--- src/rtl/wb_trace_pkg.sv ---
// Shared types and constants for the register-file writeback trace buffer.
package wb_trace_pkg;

  localparam int DEF_DEPTH = 16;
  localparam int DEF_CYC_W = 16;
  localparam int DROP_W    = 8;

  // `reg` is a reserved word, so the destination-register field is named wreg.
  typedef struct packed {
    logic [4:0]           wreg;
    logic [31:0]          data;
    logic [DEF_CYC_W-1:0] cycle;
  } wb_entry_t;

endpackage

--- src/rtl/wb_sync_fifo.sv ---
// Generic first-word-fall-through FIFO with occupancy count and synchronous flush.
module wb_sync_fifo #(
  parameter int DEPTH = 16,
  parameter int WIDTH = 8
) (
  input  logic                   clock,
  input  logic                   reset,
  input  logic                   clear,
  input  logic                   push,
  input  logic                   pop,
  input  logic [WIDTH-1:0]       wdata,
  output logic [WIDTH-1:0]       rdata,
  output logic                   full,
  output logic                   empty,
  output logic [$clog2(DEPTH):0] count
);

  localparam int AW = $clog2(DEPTH);

  logic [WIDTH-1:0] mem [DEPTH];
  logic [AW-1:0]    wr_ptr_reg;
  logic [AW-1:0]    rd_ptr_reg;
  logic [AW:0]      count_reg;
  logic             do_push;
  logic             do_pop;

  assign empty   = (count_reg == '0);
  assign full    = (count_reg == (AW+1)'(DEPTH));
  assign do_pop  = pop && !empty;
  // A pop frees the head slot in the same cycle, so a full FIFO still accepts a push.
  assign do_push = push && (!full || do_pop);
  assign count   = count_reg;

  always_ff @(posedge clock or negedge reset) begin
    if (!reset) begin
      wr_ptr_reg <= '0;
      rd_ptr_reg <= '0;
      count_reg  <= '0;
    end else if (clear) begin
      wr_ptr_reg <= '0;
      rd_ptr_reg <= '0;
      count_reg  <= '0;
    end else begin
      if (do_push) wr_ptr_reg <= wr_ptr_reg + AW'(1);
      if (do_pop)  rd_ptr_reg <= rd_ptr_reg + AW'(1);
      count_reg <= count_reg + (AW+1)'(do_push) - (AW+1)'(do_pop);
    end
  end

  always_ff @(posedge clock) begin
    if (do_push && !clear) mem[wr_ptr_reg] <= wdata;
  end

  // Head is read asynchronously so it falls through one cycle after the push.
  assign rdata = empty ? '0 : mem[rd_ptr_reg];

endmodule

--- src/rtl/wb_trace_buffer.sv ---
// Captures processor regfile writebacks with a cycle timestamp into a drainable FIFO,
// tracks dropped entries, and flags quiescence after a run of writeback-free cycles.
module wb_trace_buffer
  import wb_trace_pkg::*;
#(
  parameter int DEPTH       = DEF_DEPTH,
  parameter int CYC_W       = DEF_CYC_W,
  parameter int IDLE_CYCLES = 64,
  parameter int FILTER_R0   = 1
) (
  input  logic                   clock,
  input  logic                   reset,
  input  logic                   i_clear,
  input  logic                   i_enable,
  input  logic                   i_ctrl_writeEnable,
  input  logic [4:0]             i_ctrl_writeReg,
  input  logic [31:0]            i_data_writeReg,
  output logic                   o_valid,
  input  logic                   i_ready,
  output logic [4:0]             o_entry_reg,
  output logic [31:0]            o_entry_data,
  output logic [CYC_W-1:0]       o_entry_cycle,
  output logic [$clog2(DEPTH):0] o_count,
  output logic                   o_full,
  output logic                   o_overflow,
  output logic [DROP_W-1:0]      o_drop_count,
  output logic                   o_idle_done
);

  localparam int ENTRY_W = 5 + 32 + CYC_W;
  localparam int IDLE_W  = $clog2(IDLE_CYCLES + 1);
  localparam logic [IDLE_W-1:0] IDLE_MAX = IDLE_W'(IDLE_CYCLES);

  logic               push;
  logic               drop;
  logic               full;
  logic               empty;
  logic [ENTRY_W-1:0] head;
  logic [CYC_W-1:0]   cycle_reg;
  logic [IDLE_W-1:0]  idle_reg;
  logic               overflow_reg;
  logic [DROP_W-1:0]  drop_reg;

  assign push = i_enable && i_ctrl_writeEnable && !(FILTER_R0 != 0 && i_ctrl_writeReg == 5'd0);
  // While full, o_valid is high, so a ready consumer frees a slot this cycle.
  assign drop = push && full && !i_ready && !i_clear;

  wb_sync_fifo #(
    .DEPTH (DEPTH),
    .WIDTH (ENTRY_W)
  ) u_fifo (
    .clock (clock),
    .reset (reset),
    .clear (i_clear),
    .push  (push),
    .pop   (i_ready),
    .wdata ({i_ctrl_writeReg, i_data_writeReg, cycle_reg}),
    .rdata (head),
    .full  (full),
    .empty (empty),
    .count (o_count)
  );

  assign o_valid = !empty;
  assign o_full  = full;
  assign {o_entry_reg, o_entry_data, o_entry_cycle} = head;

  always_ff @(posedge clock or negedge reset) begin
    if (!reset) cycle_reg <= '0;
    else        cycle_reg <= cycle_reg + CYC_W'(1);
  end

  always_ff @(posedge clock or negedge reset) begin
    if (!reset) begin
      overflow_reg <= 1'b0;
      drop_reg     <= '0;
      idle_reg     <= '0;
    end else if (i_clear) begin
      overflow_reg <= 1'b0;
      drop_reg     <= '0;
      idle_reg     <= '0;
    end else begin
      if (drop) begin
        overflow_reg <= 1'b1;
        if (drop_reg != '1) drop_reg <= drop_reg + DROP_W'(1);
      end
      // Any writeback counts as activity, even filtered or disabled ones.
      if (i_ctrl_writeEnable)     idle_reg <= '0;
      else if (idle_reg != IDLE_MAX) idle_reg <= idle_reg + IDLE_W'(1);
    end
  end

  assign o_overflow   = overflow_reg;
  assign o_drop_count = drop_reg;
  assign o_idle_done  = (idle_reg == IDLE_MAX);

endmodule

--- config.mk ---
export PLATFORM = sky130hd
export DESIGN_NAME = wb_trace_buffer
export DESIGN_NICKNAME = d
export VERILOG_FILES = /design/src/rtl/wb_trace_pkg.sv /design/src/rtl/wb_sync_fifo.sv /design/src/rtl/wb_trace_buffer.sv
export SDC_FILE = /design/constraint.sdc
export NUM_CORES = 1
export LEC_CHECK = 0
export CORE_MARGIN = 2
export CORE_UTILIZATION = 35
export CTS_BUF_LIST = sky130_fd_sc_hd__clkbuf_16
export DETAILED_ROUTE_END_ITERATION = 8
export RECOVER_POWER = 25
export SKIP_LAST_GASP = 1
export SLEW_MARGIN = 20
export SYNTH_ARGS = -nofsm -noshare
export SYNTH_HDL_FRONTEND = slang
export SYNTH_SLANG_ARGS = --single-unit
--- constraint.sdc ---
create_clock -name clock -period 7.9 [get_ports clock]
set_input_delay 1.58 -clock clock [delete_from_list [all_inputs] [get_ports clock]]
set_output_delay 1.58 -clock clock [all_outputs]
set_load 0.02 [all_outputs]
==> reports/results.ini, run 1 <==
[outcome]
status=complete, but fails checks
violations=capacitance limit, slew limit

[clock_tree]
clock-sinks=893
cts_resized=0
hold_buffers=0
clk_pin_slew_ns=0.06
cts_setup_buffers=0
clock_latency_ns=0.65
cts_tree=built
numCtsBuffers=93
htreeDepth=3
clock-root-buffer=clkbuf_16
clockBufferDepth=3

[routing]
drc=0
vias_per_cell=5.32
routedWlPerCell_um=25.4
first_pass_iters=5
vias=16100
ant_nets=0
wl_um=77000
drt-initial-drc-count=1639

[timing]
slew_headroom_pct=-80.5
fin_crit_sh_pct=76.0
setup_violations=0
timing.setup.tns_ns=0
hold_violations=0
skew_ns=0.0368
tightest_slew_ns=2.71
fmax_ghz=0.167
slew_viol_final=46
fin_crit_ns=6.01
rsz0062_at_grt=no

[cells_and_area]
layout_common_cells=edfxtp_1 (848), mux4_2 (212), clkbuf_16 (96), clkdlybuf4s50_1 (96)
mostFrequentLayoutCell=edfxtp_1
regArea_mm2=0.0266
multiInputGateArea_mm2=0.00719
largest_reg_flops=848
fin_nets=1729
area_growth_pct=16.7
fillers=8385
drive_above_1_share_pct=23.6

[worst_hold_path]
min_to=o_overflow
min_from=o_overflow
hold_class=flop to flop
hold_depth=2

[setup_path]
path_class=flop to primary output
crit_buf_inv=3
crit_slowest_cell=dfrtp_4
r2r_end=u_fifo.mem[8][21]
critPathMaxFanout=38
path_common_cell=buf_4
worstSetupPathDepth=6
critPathLaunchType=flop
max_stage_delay_ns=0.83
r2r_start=u_fifo.count[2]
crit_required_ns=6.32
cp_top_family=buffers and inverters
end_kind=primary output
cp_cell_sequence=buf_4, buf_4, mux4_2, a22o_1, a221o_1, clkdlybuf4s50_1
worstPathArrival_ns=4.43
startpoint=u_fifo.rd_ptr_reg[3]
r2r_slack_ns=4.33
r2r_cells=7

[floorplanning]
dieWidth_um=317
die_h_um=317
initial_utilization_pct=35.3
rows=114
die-area_mm2=0.100
ioPinCount=113
coreArea_mm2=0.0967

[synth]
synth_seq_cells=893
synth_async_sr_flop_share_pct=5.04
yosysUniqueCellTypes=49
syn_inst=1504
yosys.area.top_type=edfxtp_1
synth_edf_count=848
synth.net_count=1563
synth_top_area_share_pct=74.5
synth_ff_type=edfxtp_1
syn_area_mm2=0.0342
yosys_warnings=0
yosysSeqAreaShare_pct=77.8
synth_area_leaders=edfxtp_1 (74%), mux4_2 (14%), dfrtp_1 (3.3%)
synth.avg_cell_area_um2=22.7

[power_and_ir_drop]
p_total_mw=11.8
p_comb_share_pct=19.1
ir_drop_mv=0.195
leakage_nw=12.7
swShare_pct=25.9
switchingPower_mw=3.05
power_frac_seq_pct=45.0
internal_power_mw=8.73
pwr-share-clk_pct=35.9
cellPowerDensity_mw_per_mm2=295

[global_routing]
track_usage_pct=15.5
grt_max_degree=80
gr-total-overflow=0
antenna_found_initial=9
grt_pass1_vias=16900
grt_pass1_wl_um=113000

[flow_run]
maxCapViolCount=1

[placement]
portBuffers=112
hpwl_um=42000
gp_congestion=0.719

[cells in the mapped netlist (6+ instances only)]
cell,instances
or4_1,6
edfxtp_1,848
nand2_1,14
a22o_1,52
buf_6,12
xor2_1,11
dfrtp_1,45
nor2_1,28
nor4_1,6
clkbuf_1,27
buf_2,39
a21oi_1,15
a221o_1,52
and3_1,7
xnor2_1,13
nor3_1,7
mux4_2,212
inv_1,18
ha_1,15
nand3_1,23
[how the worst max path moves through the flow]
stage                               to  slack [ns]
global placement     o_entry_cycle[12]        2.57
floorplan            u_fifo.mem[11][0]       -0.34
detailed placement  u_fifo.mem[12][13]        2.41
global route         o_entry_cycle[12]        1.72
finish               o_entry_cycle[12]        1.89
CTS                  o_entry_cycle[12]        1.82
[through the flow]
step	instances	utilization, %	area (um^2)	hold slack, ns	setup slack (ns)
2_1_floorplan	1504	-	34200	0.511	-0.336
3_3_place_gp	2850	38.2	36900	0.494	2.57
3_5_place_dp	2850	38.2	36900	0.509	2.41
4_1_cts	3024	41.2	39900	0.528	1.82
5_1_grt	3027	41.3	39900	0.551	1.72
6_report	3028	41.3	39900	0.518	1.89
[kinds of logic (layout without fill, tap and decap cells)]
logic type                 count (synthesis)  in the layout  synth area share, %
muxes                                    215            215                 14.1
xor gates and xnor gates                  24             24                0.615
DFF                                      893            893                 77.8
AOI/OAI and AO/OA                        138            138                 3.48
buffers and inverters                     99            344                 1.50
other                                      0              3                    0
and+or+nand+nor                          119            119                 1.95
adders and majority gates                 16             16                0.608
[final cells by class]
cell class | count | share of cell area (%)
Antenna cell | 3 | 0.0188
Clock buffer | 96 | 6.02
Clock inverter | 78 | 1.46
Inverter | 19 | 0.179
Multi-Input combinational cell | 512 | 18.0
Sequential cell | 893 | 66.7
Tap cell | 1276 | 4.00
Timing Repair Buffer | 151 | 3.66
[per-layer routing]
layer / up-vias / GRT usage [%] / wire length, um
met4: 0 / 4.87 / 1750
met2: 475 / 24.5 / 36900
met5: - / 0 / 0
met1: 8749 / 21.9 / 33900
li1: 6776 / - / -
met3: 101 / 2.88 / 4470
[power groups by stage]
stage	registers (mW)	logic, mW	clock network (mW)
5_1_grt	5.31	2.39	4.51
3_5_place_dp	5.40	2.28	0
6_report	5.30	2.25	4.23
4_1_cts	5.30	2.30	4.34
2_1_floorplan	5.33	1.47	0
3_3_place_gp	5.40	2.28	0
[worst reg2reg max path: cells and delay by family (launching register included)]
kind / cells / cell delay (ns)
simple gates: 4 / 1.74
buf+inv: 2 / 0.73
flops: 1 / 0.38
fa+ha+maj: 1 / 0.21
(Power assumes the default switching activity.)
==> run 2, diff against run 1 <==
==> constraint.sdc (replaced) <==
create_clock -name clock -period 6.27 [get_ports clock]
set_input_delay 1.254 -clock clock [delete_from_list [all_inputs] [get_ports clock]]
set_output_delay 1.254 -clock clock [all_outputs]
set_load 0.02 [all_outputs]
==> reports/results.ini, run 2 (synthesis gave the netlist of run 1 again) <==
[global_routing]
grt_max_degree=112
grt_pass1_wl_um=113000
antenna_found_initial=5
track_usage_pct=15.3
grt_pass1_vias=16900
gr-total-overflow=0

[routing]
first_pass_iters=5
vias=16000
wl_um=76400
routedWlPerCell_um=25.3
drc=0
ant_nets=0
drt-initial-drc-count=1492
vias_per_cell=5.31

[cells_and_area]
area_growth_pct=16.1
mostFrequentLayoutCell=edfxtp_1
layoutNonFillerInstCount=3017
final_area_mm2=0.0397
drive_above_1_share_pct=23.1
largest_reg_flops=848
fin_nets=1730
regArea_mm2=0.0266
multiInputGateArea_mm2=0.00719
fillers=8376
layout_common_cells=edfxtp_1 (848), mux4_2 (212), clkdlybuf4s50_1 (99), clkbuf_16 (90)

[placement]
hpwl_um=40500
gp_congestion=0.726
placed_cell_area_mm2=0.0370
portBuffers=112
place_ws_ns=1.10
dp_cells=2857

[worst_hold_path]
hold_class=flop to flop
min_from=o_overflow
hold_depth=2
min_to=o_overflow

[setup_path]
r2r_start=u_fifo.count[3]
crit_required_ns=5.02
worstPathArrival_ns=3.96
r2r_end=u_fifo.mem[3][8]
r2r_cells=7
path_class=flop to primary output
critPathLaunchType=flop
r2r_slack_ns=2.74
end_kind=primary output
critPathMaxFanout=50

[clock_tree]
clock_latency_ns=0.64
clk_pin_slew_ns=0.06
cts_tree=built
clock-root-buffer=clkbuf_16
htreeDepth=3
cts_resized=0
numCtsBuffers=88
clock-sinks=893
clockBufferDepth=3
hold_buffers=0
cts_setup_buffers=0

[timing]
timing.setup.tns_ns=0
slew_viol_final=46
fin_crit_sh_pct=83.2
slew_headroom_pct=-89.7
holdWs_ns=0.529
rsz0062_at_grt=no
fmax_ghz=0.192
skew_ns=0.0195
tightest_slew_ns=2.85
setup_violations=0
hold_violations=0
fin_crit_ns=5.22
finalWorstSetupSlack_ns=1.05

[floorplanning]
coreArea_mm2=0.0967
ioPinCount=113
rows=114
die_h_um=317
initial_utilization_pct=35.3
die-area_mm2=0.100
dieWidth_um=317

[power_and_ir_drop]
p_comb_share_pct=20.2
cellPowerDensity_mw_per_mm2=365
leakage_nw=12.5
power_frac_seq_pct=45.6
internal_power_mw=10.7
ir_drop_mv=0.287
pwr-share-clk_pct=34.2
swShare_pct=26.0
switchingPower_mw=3.76

[outcome]
violations=capacitance limit, slew limit
status=complete, but fails checks

[flow_run]
maxCapViolCount=1

[run 2: power by group through the flow]
stage	Combinational, mW	Sequential (mW)	Clock [mW]
global route	3.14	6.63	5.30
finish	2.93	6.62	4.96
detailed placement	3.00	6.75	0
floorplan	1.85	6.71	0
CTS	3.01	6.62	5.07
global placement	2.99	6.74	0
[run 2: layer usage]
metal / vias up / GRT usage [%] / part of all wire, %
li1: 6770 / - / -
met1: 8679 / 21.5 / 44
met2: 466 / 24.9 / 49
met3: 104 / 2.33 / 5.1
met4: 4 / 4.60 / 2.1
met5: - / 0 / 0.034
[run 2: worst max path at each step]
| stage | startpoint | to | slack [ns] |
|---|---|---|---|
| 2_1_floorplan | i_ctrl_writeReg[3] | u_fifo.mem[11][0] | -1.64 |
| 3_3_place_gp | i_ctrl_writeReg[0] | u_fifo.mem[3][8] | 1.38 |
| 3_5_place_dp | i_ctrl_writeReg[3] | u_fifo.mem[3][9] | 1.10 |
| 4_1_cts | u_fifo.rd_ptr_reg[1] | o_entry_data[30] | 0.92 |
| 5_1_grt | u_fifo.rd_ptr_reg[1] | o_entry_data[12] | 0.83 |
| 6_report | u_fifo.rd_ptr_reg[1] | o_entry_data[12] | 1.05 |
[run 2: area by class of cell]
type	count	area share, %
multi-input combinational	512	18.1
inverter	19	0.180
antenna	2	0.0126
clock buffer	90	5.67
timing repair buffer	157	3.86
tap	1276	4.02
sequential	893	67.0
clock inverter	68	1.14
[run 2: through the flow]
step           util (%)  total power, mW
6_report           41.1             14.5
4_1_cts            41.1             14.7
3_5_place_dp       38.3             9.75
3_3_place_gp       38.3             9.73
2_1_floorplan         -             8.56
5_1_grt            41.1             15.1
[run 2: worst max-delay path, cell delays in order, from the launching register on]
cell,delay (ns)
dfrtp_4,1.07
buf_4,0.50
mux4_2,0.55
a22o_1,0.26
a221o_1,0.33
clkdlybuf4s50_1,0.57
==> run 3, diff against run 2 <==
==> constraint.sdc (replaced) <==
create_clock -name clock -period 4.9 [get_ports clock]
set_input_delay 0.98 -clock clock [delete_from_list [all_inputs] [get_ports clock]]
set_output_delay 0.98 -clock clock [all_outputs]
set_load 0.02 [all_outputs]
==> reports/results.ini, run 3 (synthesis gave the netlist of run 1 again) <==
[worst_hold_path]
hold_class=input pin to async pin

[setup_path]
critPathLaunchType=flop
crit_required_ns=3.92
critPathMaxFanout=36
worstPathArrival_ns=3.69
end_kind=primary output
path_class=flop to primary output

[clock_tree]
clock_latency_ns=0.65
cts_tree=built
clock-root-buffer=clkbuf_16
clock-sinks=893
clk_pin_slew_ns=0.06
htreeDepth=3
clockBufferDepth=3
hold_buffers=0
numCtsBuffers=93

[timing]
rsz0062_at_grt=no
skew_ns=0.0348
slew_headroom_pct=-25.8
fin_crit_ns=4.67
hold_violations=0
timing.setup.tns_ns=0
fmax_ghz=0.214
tightest_slew_ns=1.89
slew_viol_final=30
setup_violations=0
fin_crit_sh_pct=95.4
finalWorstSetupSlack_ns=0.226

[power_and_ir_drop]
cellPowerDensity_mw_per_mm2=473
power_frac_seq_pct=44.7
p_comb_share_pct=19.5
ir_drop_mv=0.360
p_total_mw=19.0
switchingPower_mw=4.93
swShare_pct=25.9
leakage_nw=12.7
internal_power_mw=14.1
pwr-share-clk_pct=35.8

[placement]
dp_cells=2862
hpwl_um=39200
place_ws_ns=0.672
gp_congestion=0.735
portBuffers=112
placed_cell_area_mm2=0.0372

[cells_and_area]
final_area_mm2=0.0402
n_antenna_cell=0
area_growth_pct=17.7
layoutNonFillerInstCount=3034
mostFrequentLayoutCell=edfxtp_1
drive_above_1_share_pct=23.5
layout_common_cells=edfxtp_1 (848), mux4_2 (212), clkdlybuf4s50_1 (99), clkbuf_16 (93)
largest_reg_flops=848
fin_nets=1741

[outcome]
violations=capacitance limit, slew limit
status=complete, but fails checks

[floorplanning]
initial_utilization_pct=35.3
coreArea_mm2=0.0967
rows=114
die_h_um=317
ioPinCount=113
die-area_mm2=0.100
dieWidth_um=317

[routing]
drt-initial-drc-count=1426
routedWlPerCell_um=24.9
vias=16000
first_pass_iters=5
ant_nets=0
drc=0
vias_per_cell=5.29
wl_um=75600

[flow_run]
maxCapViolCount=1

[global_routing]
grt_max_degree=76
gr-total-overflow=0
grt_pass1_vias=17000
grt_pass1_wl_um=111000
antenna_found_initial=2
track_usage_pct=15.1

## run 3: cell types whose count changed in the layout (fill, tap and decap cells not counted), sizes merged
cell      before  now
diode          2    0
clkinvlp       2    3
clkinv        45   40
bufinv         5    9
inv           35   45
buf           44   47
clkbuf        92   98
## run 3: power by group through the flow
stage	registers (mW)	clock network [mW]	logic, mW
6_report	8.51	6.81	3.72
5_1_grt	8.53	7.23	3.97
4_1_cts	8.53	6.95	3.78
3_5_place_dp	8.69	0	3.76
3_3_place_gp	8.69	0	3.75
2_1_floorplan	8.59	0	2.37
## run 3: critical path, stage by stage (launching register included)
cell and delay (ns):
dfrtp_4 0.94, buf_4 0.41, mux4_2 0.54, a221o_1 0.53, clkdlybuf4s50_1 0.62
## run 3: worst paths after layout
check	start	to	slack, ns	cells past startpoint
max in group asynchronous	reset	u_fifo.rd_ptr_reg[3]	1.83	2
hold reg to reg	o_overflow	o_overflow	0.53	2
hold / removal	reset	idle_reg[4]	0.53	1
setup / recovery	u_fifo.rd_ptr_reg[0]	o_entry_cycle[1]	0.23	4
setup reg to reg	u_fifo.count[3]	u_fifo.mem[7][27]	1.76	7
min in group clock	o_overflow	o_overflow	0.53	2
## run 3: repair_timing
| action | in CTS | in global routing |
|---|---|---|
| setup buffers | 0 | 1 |
| resized for setup | 0 | 0 |
| endpoints found under the setup margin | 0 | 2 |
## run 3: layout make-up
type                       count  area [um^2]
timing repair buffer         163         1770
sequential                   893        26600
fill                        8320        56500
tap                         1276         1600
clock inverter                78          654
clock buffer                  93         2330
inverter                      19         71.3
multi-input combinational    512         7210
## run 3: routing by layer
layer / up-vias / routed length (um) / GRT usage [%]
met5: - / 0 / 0
li1: 6777 / - / -
met3: 118 / 3810 / 2.73
met4: 0 / 1820 / 4.03
met1: 8726 / 32600 / 20.7
met2: 422 / 37300 / 24.9
## run 3: metrics by stage
stage / hold WS, ns / util, %
2_1_floorplan: 0.511 / -
3_3_place_gp: 0.492 / 38.5
3_5_place_dp: 0.518 / 38.5
4_1_cts: 0.281 / 41.6
5_1_grt: 0.565 / 41.6
6_report: 0.527 / 41.6
